--- config.mk ---
export PLATFORM = sky130hd
export DESIGN_NAME = bcd_updown_scan
export DESIGN_NICKNAME = d
export VERILOG_FILES = /design/src/rtl/bcd_scan_pkg.sv /design/src/rtl/btn_debounce.sv /design/src/rtl/bcd_updown_scan.sv
export SDC_FILE = /design/constraint.sdc
export NUM_CORES = 1
export LEC_CHECK = 0
export BUFFER_PORTS_ARGS = -buffer_cell sky130_fd_sc_hd__buf_2
export CAP_MARGIN = 20
export CORE_UTILIZATION = 65
export DETAILED_ROUTE_END_ITERATION = 8
export GPL_TIMING_DRIVEN = 0
export PLACE_DENSITY = 0.88
export RECOVER_POWER = 25
export REMOVE_ABC_BUFFERS = 1
export SYNTH_ARGS = -nofsm -noshare
export SYNTH_HDL_FRONTEND = slang
export SYNTH_HIERARCHICAL = 1
export SYNTH_SLANG_ARGS = --single-unit
--- constraint.sdc ---
create_clock -name clk -period 6.25 [get_ports clk]
set_clock_uncertainty 0.15 [all_clocks]
set_input_delay 1.25 -clock clk [delete_from_list [all_inputs] [get_ports clk]]
set_output_delay 1.25 -clock clk [all_outputs]
set_load 0.01 [all_outputs]
--- src/rtl/bcd_scan_pkg.sv ---
// Shared definitions for the BCD up/down counter with multiplexed display.
//   deb_state_e : per-button debounce FSM states
//   SEG_TAB     : hex 7-segment codes, active-low, bit 6 = CA .. bit 0 = CG
//   SEG_BLANK   : all segments off
package bcd_scan_pkg;

  typedef enum logic [2:0] {
    IDLE    = 3'd0,
    PRESS   = 3'd1,
    WAIT1   = 3'd2,
    HELD    = 3'd3,
    RELEASE = 3'd4,
    WAIT0   = 3'd5
  } deb_state_e;

  localparam logic [6:0] SEG_BLANK = 7'b1111111;

  // Entry 15 first so that SEG_TAB[d] is the code for digit d.
  localparam logic [15:0][6:0] SEG_TAB = {
    7'b0111000,  // F
    7'b0110000,  // E
    7'b1000010,  // d
    7'b0110001,  // C
    7'b1100000,  // b
    7'b0001000,  // A
    7'b0000100,  // 9
    7'b0000000,  // 8
    7'b0001111,  // 7
    7'b0100000,  // 6
    7'b0100100,  // 5
    7'b1001100,  // 4
    7'b0000110,  // 3
    7'b0010010,  // 2
    7'b1001111,  // 1
    7'b0000001   // 0
  };

endpackage

--- src/rtl/btn_debounce.sv ---
// Raw button -> 2-flop synchroniser -> Moore debounce FSM -> one-cycle press pulse.
//   clk, reset : clock, async active-high reset
//   btn_raw    : asynchronous button level, active-high
//   pulse      : high for exactly one cycle per physical press (state PRESS)
// WAIT1/WAIT0 each last exactly DEB_CYCLES cycles and ignore the input, so
// bounce on either edge cannot create extra pulses.
module btn_debounce
  import bcd_scan_pkg::*;
#(
  parameter int DEB_CYCLES = 100_000
) (
  input  logic clk,
  input  logic reset,
  input  logic btn_raw,
  output logic pulse
);

  localparam int TW = (DEB_CYCLES > 1) ? $clog2(DEB_CYCLES) : 1;
  localparam logic [TW-1:0] T_LAST = TW'(DEB_CYCLES - 1);

  logic [1:0]    sync_q, sync_d;
  deb_state_e    state_q, state_d;
  logic [TW-1:0] timer_q, timer_d;
  logic          btn_s;

  assign btn_s = sync_q[1];
  assign pulse = (state_q == PRESS);

  always_comb begin
    sync_d  = {sync_q[0], btn_raw};
    state_d = state_q;
    timer_d = timer_q;
    case (state_q)
      IDLE:    if (btn_s) state_d = PRESS;
      PRESS: begin
        timer_d = '0;
        state_d = WAIT1;
      end
      WAIT1: begin
        if (timer_q == T_LAST) state_d = HELD;
        else                   timer_d = timer_q + TW'(1);
      end
      HELD:    if (!btn_s) state_d = RELEASE;
      RELEASE: begin
        timer_d = '0;
        state_d = WAIT0;
      end
      WAIT0: begin
        if (timer_q == T_LAST) state_d = IDLE;
        else                   timer_d = timer_q + TW'(1);
      end
      default: state_d = IDLE;
    endcase
  end

  always_ff @(posedge clk or posedge reset) begin
    if (reset) begin
      sync_q  <= '0;
      state_q <= IDLE;
      timer_q <= '0;
    end else begin
      sync_q  <= sync_d;
      state_q <= state_d;
      timer_q <= timer_d;
    end
  end

endmodule

--- src/rtl/bcd_updown_scan.sv ---
// NDIG-digit BCD up/down/clear counter driven by three debounced buttons,
// shown on a time-multiplexed common-anode 7-segment display.
//   clk, reset                 : clock, async active-high reset
//   btn_up/btn_down/btn_clr    : raw asynchronous buttons, active-high
//   blank_en                   : suppress leading zeros (digit 0 always shown)
//   seg                        : segment cathodes, bit 6 = CA, active-low
//   an                         : anodes, one-hot-low, an[0] = least significant
//   count_bcd                  : counter value, digit i in bits [4i+3:4i]
//   wrap                       : one-cycle pulse with the update that wrapped
module bcd_updown_scan
  import bcd_scan_pkg::*;
#(
  parameter int NDIG        = 8,
  parameter int DEB_CYCLES  = 100_000,
  parameter int SCAN_CYCLES = 100_000
) (
  input  logic              clk,
  input  logic              reset,
  input  logic              btn_up,
  input  logic              btn_down,
  input  logic              btn_clr,
  input  logic              blank_en,
  output logic [6:0]        seg,
  output logic [NDIG-1:0]   an,
  output logic [4*NDIG-1:0] count_bcd,
  output logic              wrap
);

  localparam int SW = (SCAN_CYCLES > 1) ? $clog2(SCAN_CYCLES) : 1;
  localparam int IW = (NDIG > 1) ? $clog2(NDIG) : 1;
  localparam logic [SW-1:0] S_LAST = SW'(SCAN_CYCLES - 1);
  localparam logic [IW-1:0] I_LAST = IW'(NDIG - 1);

  logic up_p, dn_p, clr_p;

  btn_debounce #(.DEB_CYCLES(DEB_CYCLES)) u_deb_up  (.clk(clk), .reset(reset), .btn_raw(btn_up),   .pulse(up_p));
  btn_debounce #(.DEB_CYCLES(DEB_CYCLES)) u_deb_dn  (.clk(clk), .reset(reset), .btn_raw(btn_down), .pulse(dn_p));
  btn_debounce #(.DEB_CYCLES(DEB_CYCLES)) u_deb_clr (.clk(clk), .reset(reset), .btn_raw(btn_clr),  .pulse(clr_p));

  // ---------------- counter ----------------
  logic [NDIG-1:0][3:0] count_q, count_d;
  logic                 wrap_q, wrap_d;
  logic                 cy;  // ripple carry (up) or borrow (down)

  always_comb begin
    count_d = count_q;
    wrap_d  = 1'b0;
    cy      = 1'b0;
    if (clr_p) begin
      count_d = '0;
    end else if (up_p && !dn_p) begin
      cy = 1'b1;
      for (int i = 0; i < NDIG; i++) begin
        if (cy) begin
          if (count_q[i] >= 4'd9) count_d[i] = 4'd0;
          else begin
            count_d[i] = count_q[i] + 4'd1;
            cy         = 1'b0;
          end
        end
      end
      wrap_d = cy;
    end else if (dn_p && !up_p) begin
      cy = 1'b1;
      for (int i = 0; i < NDIG; i++) begin
        if (cy) begin
          if (count_q[i] == 4'd0) count_d[i] = 4'd9;
          else begin
            count_d[i] = count_q[i] - 4'd1;
            cy         = 1'b0;
          end
        end
      end
      wrap_d = cy;
    end
  end

  // ---------------- scanner ----------------
  logic [SW-1:0] scan_q, scan_d;
  logic [IW-1:0] idx_q, idx_d;

  always_comb begin
    scan_d = scan_q + SW'(1);
    idx_d  = idx_q;
    if (scan_q == S_LAST) begin
      scan_d = '0;
      idx_d  = (idx_q == I_LAST) ? '0 : idx_q + IW'(1);
    end
  end

  // ---------------- encoder ----------------
  // lz[i]: digits i..NDIG-1 are all zero.
  logic [NDIG-1:0] lz;
  logic            allz;
  logic [6:0]      seg_q, seg_d;
  logic [NDIG-1:0] an_q, an_d;

  always_comb begin
    lz   = '0;
    allz = 1'b1;
    for (int i = NDIG - 1; i >= 0; i--) begin
      allz  = allz & (count_q[i] == 4'd0);
      lz[i] = allz;
    end
  end

  // seg and an are both derived from idx_q and registered together, so the
  // displayed digit always matches the active anode.
  always_comb begin
    seg_d = SEG_TAB[count_q[idx_q]];
    if (blank_en && (idx_q != '0) && lz[idx_q]) seg_d = SEG_BLANK;
    an_d        = '1;
    an_d[idx_q] = 1'b0;
  end

  always_ff @(posedge clk or posedge reset) begin
    if (reset) begin
      count_q <= '0;
      wrap_q  <= 1'b0;
      scan_q  <= '0;
      idx_q   <= '0;
      seg_q   <= SEG_TAB[0];
      an_q    <= ~(NDIG'(1));
    end else begin
      count_q <= count_d;
      wrap_q  <= wrap_d;
      scan_q  <= scan_d;
      idx_q   <= idx_d;
      seg_q   <= seg_d;
      an_q    <= an_d;
    end
  end

  assign count_bcd = count_q;
  assign wrap      = wrap_q;
  assign seg       = seg_q;
  assign an        = an_q;

endmodule

After elaboration in Yosys (flattened, before gate mapping)
Memories as Yosys holds them, arrays and structs flattened.
Index checks and enable logic that the tools add are counted.
Storage, ports and cells
  memories kept: 1
  output and inout bits: 48
  ROM bits: 112
  register bits: 134
Memory list
  (no name shown): words 16, width 7, rd ports 1, clocked after memory_dff 0, wr ports 0, RTL line bcd_updown_scan.sv:110  | seg_d = SEG_TAB[count_q[idx_q]];
Cells by class
  $lt $le $gt $ge: 11
  muxes and demuxes: 132
  bitwise logic cells: 8
  add/sub/neg operators: 21
  reductions and logical operators: 49
  eq/ne operators: 42
Operators with widths (number)
  4-bit two-way mux: 31
  17-bit one-hot mux with 2 select lines: 3
  32-bit two-way mux: 3
  1-bit two-way mux: 70
  17-bit by 1-bit adder with 17-bit output, second input constant: 4
  17-bit equality test, second input constant: 4
  17-bit two-way mux: 4
  3-bit one-hot mux with 6 select lines: 3
  3-bit two-way mux: 13
  4-bit by 1-bit adder with 4-bit output, second input constant: 8
  4-bit >= comparator, second input constant: 8
  4-bit logical NOT: 8
  4-bit by 1-bit subtractor with 4-bit output, second input constant: 8
  3-bit nonzero test: 9
  3-bit equality test, second input constant: 7
  3-bit by 2-bit inequality test with 1-bit output, second input constant: 7
  3-bit AND reduction: 7
  3-bit by 2-bit equality test with 1-bit output, second input constant: 6
  2-bit by 1-bit inequality test with 1-bit output, second input constant: 9
  7-bit two-way mux: 2
  4-bit binary-select mux with 3-bit select: 1
  2-bit inequality test, second input constant: 6
  4-bit AND reduction: 3
  2-bit OR reduction: 6
  14 further kinds: 33

Logic depth before layout (Yosys ltp)
Gate-level depths: netlist of run 1.
  word-level depth: 34
  depth in mapped cells: 11
  depth with buffers taken out: 9

Cells and area by module
The synthesis of run 1 kept the hierarchy.
Modules (own cells, without submodules)
  bcd_updown_scan: area each 4754.6 µm², instances 1, cells an instance 542
  btn_debounce (u_deb_clr ...): area each 1197.4 µm², instances 2, cells an instance 128
  btn_debounce (u_deb_up): area each 1302.5 µm², instances 1, cells an instance 137

Worst setup path after synthesis of run 1
Ideal clock, no wire load.
  path type: register to register
  from: register idx_q[2]
  to: register seg_q[2] (netlist: seg[2])
  data arrival time: 2.390 ns
  period minus slack after synthesis: 2.694 ns
  data required time: 5.946 ns
  path buffers: 2
  setup slack: 3.556 ns
  cell stages (with the launch flop): 10
  library setup time: 0.154 ns
  path through: dfrtp_1 buf_2 clkbuf_1 mux4_2 o21ai_0 inv_1 ha_1 mux2_2 nand2_1 o311ai_0
Between the ends
  cells in the longest elaborated chain, start to end: 5
  elaborated cells between the ends (all ways): 10
Ends and longest elaborated chain
  start: declaration: RTL line bcd_updown_scan.sv:80  | logic [IW-1:0] idx_q, idx_d;
  start signal: assignment: RTL line bcd_updown_scan.sv:128  | idx_q <= idx_d;
  4-bit binary-select mux with 3-bit select: RTL line bcd_updown_scan.sv:110
  4-bit two-way mux (not written as such): RTL line bcd_updown_scan.sv:110
  memory 16 x 7 bit
  7-bit two-way mux (not written as such): RTL line bcd_updown_scan.sv:110
  7-bit two-way mux *: RTL line bcd_updown_scan.sv:111  | if (blank_en && (idx_q != '0) && lz[idx_q]) seg_d = SEG_BLANK;
  net seg_d[2]: RTL line bcd_updown_scan.sv:95  | logic [6:0] seg_q, seg_d;
  end signal: assignment: RTL line bcd_updown_scan.sv:122  | seg_q <= SEG_TAB[0];
  end signal: assignment: RTL line bcd_updown_scan.sv:129  | seg_q <= seg_d;
  end: declaration: RTL line bcd_updown_scan.sv:95
The timed path passes the listed nets; every way through them passes the cells marked *. The select of a mux whose other input is x is not followed.
A chain may end at the register's enable or synchronous reset.

Worst setup path in the final report of run 1
  from: register u_deb_up.state_q[0]
  to: register count_q (netlist bit count_bcd[30])
Between the ends
  cells in the longest elaborated chain, start to end: 5
  elaborated cells between the ends (all ways): 10
Ends and longest elaborated chain
  start: declaration: RTL line btn_debounce.sv:22  | deb_state_e state_q, state_d;
  start signal: assignment: RTL line btn_debounce.sv:63  | state_q <= state_d;
  3-bit by 1-bit equality test with 1-bit output *: RTL line btn_debounce.sv:27  | assign pulse = (state_q == PRESS);
  net up_p: RTL line bcd_updown_scan.sv:34  | logic up_p, dn_p, clr_p;
  1-bit logical NOT: RTL line bcd_updown_scan.sv:63  | end else if (dn_p && !up_p) begin
  1-bit logical AND: RTL line bcd_updown_scan.sv:63
  3-bit nonzero test (no source line)
  3-bit AND reduction (no source line)
  end signal: assignment: RTL line bcd_updown_scan.sv:125  | count_q <= count_d;
  end: declaration: RTL line bcd_updown_scan.sv:41  | logic [NDIG-1:0][3:0] count_q, count_d;
The timed path passes the listed nets; every way through them passes the cells marked *.

==> results of run 1 <==
==> final cells by class <==
type | count | area [sq um] | share of cell area
inverter | 39 | 148 | 0.0159
multi-input combinational | 718 | 4700 | 0.506
sequential | 134 | 3360 | 0.362
clock inverter | 8 | 98.8 | 0.0106
clock buffer | 23 | 468 | 0.0504
timing repair buffer | 56 | 294 | 0.0317
tap | 172 | 215 | 0.0232
==> registers in the layout, summed over array words and instances (netlist names) <==
name / flops
wrap: 1
u_deb_up/state_q: 3
u_deb_up/timer_q: 17
seg: 7
an: 8
u_deb_dn/state_q: 3
u_deb_dn/sync_q: 2
scan_q: 17
idx_q: 3
u_deb_dn/timer_q: 17
u_deb_up/sync_q: 2
u_deb_clr/timer_q: 17
count_bcd: 32
u_deb_clr/sync_q: 2
u_deb_clr/state_q: 3
==> kinds of logic after synthesis <==
logic type	synth area share
flip-flops	0.398
multiplexers	0.0520
buffers and inverters	0.0440
XOR/XNOR	0.0228
AND/OR/NAND/NOR	0.249
AO/OA/AOI/OAI	0.178
adder cells (fa/ha/maj)	0.0563
==> synthesized netlist by cell type (25+ instances only) <==
library cell,number,area share
mux2i_1,27,0.032
dfrtp_1,126,0.37
nor2_1,65,0.029
ha_1,38,0.056
clkbuf_1,25,0.011
inv_1,39,0.017
a21oi_1,51,0.030
o31ai_1,27,0.024
nand2_1,110,0.049
o21ai_0,54,0.032
nor3_1,29,0.017
nand3_1,52,0.031
==> power by group through the flow <==
stage	clock [mW]	sequential, mW	combinational, mW
floorplan	0	1.35	1.30
CTS	0.978	1.38	1.86
global route	1.02	1.43	2.09
finish	0.971	1.40	1.89
global placement	0	1.38	1.75
detailed placement	0	1.39	1.83
==> path summary, 6_finish.rpt <==
check	endpoint	startpoint	slack (ps)	cells after the start
setup / recovery	count_bcd[30]	u_deb_up/state_q[0]	2480	8
hold / removal	u_deb_up/sync_q[1]	u_deb_up/sync_q[0]	200	0
setup reg to reg	count_bcd[30]	u_deb_up/state_q[0]	2480	8
hold reg to reg	u_deb_up/sync_q[1]	u_deb_up/sync_q[0]	200	0
max in group asynchronous	seg[6]	reset	2950	2
min in group asynchronous	u_deb_up/timer_q[16]	reset	920	2
==> routing by layer <==
metal | global-route usage | vias up
li1 | - | 3514
met1 | 0.421 | 3581
met2 | 0.518 | 338
met3 | 0.0753 | 65
met4 | 0.131 | 0
met5 | 0 | -
==> out/results.tsv, run 1 <==
metric	value	unit
crit_top_cell	nor2b_1	
clkSinkCount	134	
top_layer	met4	
clkTransAtPathRegs	60	ps
avgSynthCellArea	9.04	sq um
final.min_clock_period	3770	ps
hold_ws	196	ps
synth-edff-count	0	
overflow	0	
combPwrFrac	0.444	
sw_frac_of_total	0.444	
holdCritPathClass	register to register	
fp-row-count	41	
drt_pass1_iterations	5	
wl_met1	8.64	mm
diodes	0	
cts_resized	0	
via_per_inst	6.52	
drc	0	
critPathBufInv	0	
ys_seq_area_frac	0.398	
synth_area	8450	sq um
violations	max-capacitance violations, max-slew violations	
ys_ff_latch	134	
grt_pass1_wl	33.7	mm
slowest_stage	nor2b_1	
cp-start-kind	register	
worstMarginPinSlew	3080	ps
clock_path_buffers	2	
initial_core_util	0.667	
setup_violations	0	
max_freq	0.265	GHz
final_common_cell	dfrtp_1	
clock_latency	420	ps
ctsRootBufferMaster	clkbuf_16	
wl_met2	9.64	mm
ys.flop_type	dfrtp_1	
rsz0062_at_grt	false	
hpwl	13.4	mm
port_buffers	53	
switching_power	1.89	mW
numCtsBuffers	17	
postSynth.asyncResetShare	1.00	
nNetsFinal	1010	
ctsHoldBuffers	0	
area_growth	9.87	%
postLayoutCoreUtil	0.733	
peakVddDrop	0.000304	V
max_slew_margin	-1.06	
placed_cells	1119	
drt_iter0_drc	829	
hold_viol	0	
required	6410	ps
postRouteAntennaNets	0	
wl	20.4	mm
die_area	13500	sq um
dpl_cell_area	8740	sq um
pre_cts_slack	2570	ps
fin_area	9290	sq um
outcome	finished with violations	
layout.cells.non_filler	1150	
cap_violations	1	
track_usage	0.322	
fin_crit_sh	0.603	
powerDensity	458	nW/um^2
met3WireLength	1.63	mm
die_height	116	um
layout_setup_ws	2480	ps
layout_common_cells	126 x dfrtp_1, 110 x nand2_1, 65 x nor2_1	
cp-end-kind	register	
crit_family	simple AND/OR/NAND/NOR gates	
htree_levels	4	
setup_tns	0	ps
crit_fanout	14	
place_congestion	0.946	
p_clk_frac	0.228	
power	4.25	mW
seq_power_share	0.328	
p_int	2.37	mW
antenna_found_initial	0	
die_w	116	um
leakagePower	4.01	nW
routed-via-count	7498	
synth_cell_types	79	
arrival	3920	ps
slew_viol_final	69	
synthCells	935	
num_io_pins	54	
cts_tree	done	
path_cells	nor2b_1 -> and2_1 -> nor2b_1 -> nor2_1 -> o21ai_1 -> nand2_1 -> or2_1 -> a221o_1	
fill_cells	963	
first_global_vias	6980	
cts_setup_buffers	0	
wl_per_cell	17.8	um
final_layout_size_suffix_gt1_frac	0.133	
ys_warn_count	6	
core_region_area	12700	sq um
grt_max_degree	69	
critPathKind	register to register	
cp_slowest_stage_delay	760	ps
Power figures use the tool's default switching activity.
==> run 2: changes to the inputs <==
--- a/config.mk
+++ b/config.mk
@@ -7,10 +7,10 @@
 export LEC_CHECK = 0
 export BUFFER_PORTS_ARGS = -buffer_cell sky130_fd_sc_hd__buf_2
 export CAP_MARGIN = 20
-export CORE_UTILIZATION = 65
+export CORE_UTILIZATION = 56
 export DETAILED_ROUTE_END_ITERATION = 8
 export GPL_TIMING_DRIVEN = 0
-export PLACE_DENSITY = 0.88
+export PLACE_DENSITY = 0.8
 export RECOVER_POWER = 25
 export REMOVE_ABC_BUFFERS = 1
 export SYNTH_ARGS = -nofsm -noshare
==> constraint.sdc (replaced) <==
create_clock -name clk -period 3.3 [get_ports clk]
set_clock_uncertainty 0.15 [all_clocks]
set_input_delay 0.66 -clock clk [delete_from_list [all_inputs] [get_ports clk]]
set_output_delay 0.66 -clock clk [all_outputs]
set_load 0.01 [all_outputs]
==> run 2 against run 1 <==
Effect of this change:
- the flow finishes with violations (design-rule violations)
- via count shrank 1.3%
- combinational power grew 91%
- worst setup slack lost 2300 ps
- highest routed layer unchanged
- largest cell class unchanged
- cell count grew 1.4%
- core utilization shrank 9.0 points
- clock power grew 100%
- global-route usage shrank 6.0 points
- critical path depth grew 1
- largest power group unchanged
- sequential share of layout area shrank 0.49 points
- routed wire length shrank 4.1%
- count of clock-buffer cells in the layout shrank 2
==> out/results.tsv, run 2 (same netlist as run 1, synthesis figures left out) <==
metric	value	unit
num_io_pins	54	
clock_path_buffers	2	
routed-via-count	7403	
required	3460	ps
clkSinkCount	134	
multi_input_area	4750	sq um
top_layer	met4	
peakVddDrop	0.000640	V
met3WireLength	1.53	mm
reg2reg_depth	9	
final_common_cell	dfrtp_1	
max_slew_margin	0.0248	
reg2reg_to	count_bcd[30]	
grt_pass1_wl	33.2	mm
leakagePower	4.06	nW
worstMarginPinSlew	1460	ps
critPathBufInv	3	
holdCritPathClass	primary input to register	
via_per_inst	6.35	
arrival	3310	ps
layout_common_cells	125 x dfrtp_1, 109 x nand2_1, 65 x nor2_1	
cap_violations	0	
dpl_cell_area	8760	sq um
postLayoutCoreUtil	0.643	
core_region_area	14600	sq um
rr_startpoint	u_deb_clr/state_q[0]	
fill_cells	1171	
wl_per_cell	16.8	um
final_layout_size_suffix_gt1_frac	0.150	
hpwl	13.2	mm
crit_start	u_deb_clr/state_q[0]	
cp-start-kind	register	
nNetsFinal	1013	
rrSetupSlack	150	ps
track_usage	0.262	
clock_latency	430	ps
drt_iter0_drc	762	
crit_cells	9	
crit_top_cell	buf_6	
path_cells	inv_1 -> nor3_4 -> buf_6 -> nor2_1 -> buf_6 -> o21ai_1 -> nand2_2 -> or2_1 -> a221o_1	
slew_viol_final	0	
grt_max_degree	69	
violations	design-rule violations	
rsz0062_at_grt	false	
powerDensity	869	nW/um^2
cp-end-kind	register	
final.min_clock_period	3150	ps
seqCellArea	3360	sq um
fin_area	9420	sq um
cp-endpoint	count_bcd[30]	
max_freq	0.318	GHz
clkTransAtPathRegs	60	ps
slowest_stage	dfrtp_1	
place_congestion	0.900	
area_growth	11.4	%
crit_family	simple AND/OR/NAND/NOR gates	
ctsHoldBuffers	0	
outcome	finished with violations	
overflow	0	
cp_slowest_stage_delay	550	ps
drc	6	
ctsRootBufferMaster	clkbuf_16	
drt_pass1_iterations	8	
fp-row-count	44	
die_height	125	um
die_w	125	um
largest_reg_flops	32	
worstHoldStart	btn_down	
port_buffers	53	
initial_core_util	0.577	
postRouteAntennaNets	0	
hold_viol	0	
setup_violations	0	
layout_setup_ws	151	ps
diodes	0	
wl_met2	9.07	mm
first_global_vias	6786	
wl_met1	8.70	mm
critPathKind	register to register	
cts_tree	done	
numCtsBuffers	17	
htree_levels	4	
antenna_found_initial	0	
crit_fanout	15	
pre_cts_slack	-570	ps
fin_crit_sh	0.954	
die_area	15600	sq um
wl	19.6	mm
-- run 2: changes by cell type in the layout (fill, tap and decap cells not counted), sizes merged --
| cell | delta |
|---|---|
| clkinv | +1 |
| clkbuf | -2 |
| bufinv | +1 |
| clkinvlp | -1 |
| buf | +3 |
| inv | +2 |
-- run 2: worst min-delay path by stage --
stage / depth (start not counted) / to / slack [ps]
2_1_floorplan: 0 / u_deb_clr/sync_q[1] / 180
3_3_place_gp: 0 / u_deb_clr/sync_q[1] / 190
3_5_place_dp: 0 / u_deb_clr/sync_q[1] / 190
4_1_cts: 1 / u_deb_dn/sync_q[0] / 180
5_1_grt: 1 / u_deb_dn/sync_q[0] / 180
6_report: 1 / u_deb_dn/sync_q[0] / 190
-- run 2: final cells by class --
class,instances,area share
multi-input combinational,718,0.505
clock inverter,11,0.0155
timing repair buffer,59,0.0336
inverter,39,0.0155
tap,184,0.0244
sequential,134,0.357
clock buffer,21,0.0489
-- run 2: report_power, final --
part | internal (mW) | switching, mW
Combinational | 1.40 | 2.20
Sequential | 1.98 | 0.650
Clock | 1.23 | 0.714
Total | 4.62 | 3.56
-- run 2: what timing repair did --
item	CTS	global route
gates resized for setup	8	2
buffers inserted	0	3
setup endpoints to repair	17	3
-- run 2: per-stage QoR --
step	TNS (ps)	power [mW]	instances	hold slack (ps)
floorplan	-160	5.02	891	181
global placement	-49100	5.96	1128	187
detailed placement	-3340	6.07	1131	188
CTS	0	8.09	1163	178
global route	0	8.73	1166	178
finish	0	8.18	1166	187
-- run 2: layer usage --
layer  track usage  vias to the layer above
met2         0.414                      275
met5             0                        -
met1         0.360                     3571
met4        0.0796                        0
met3        0.0567                       33
li1              -                     3524
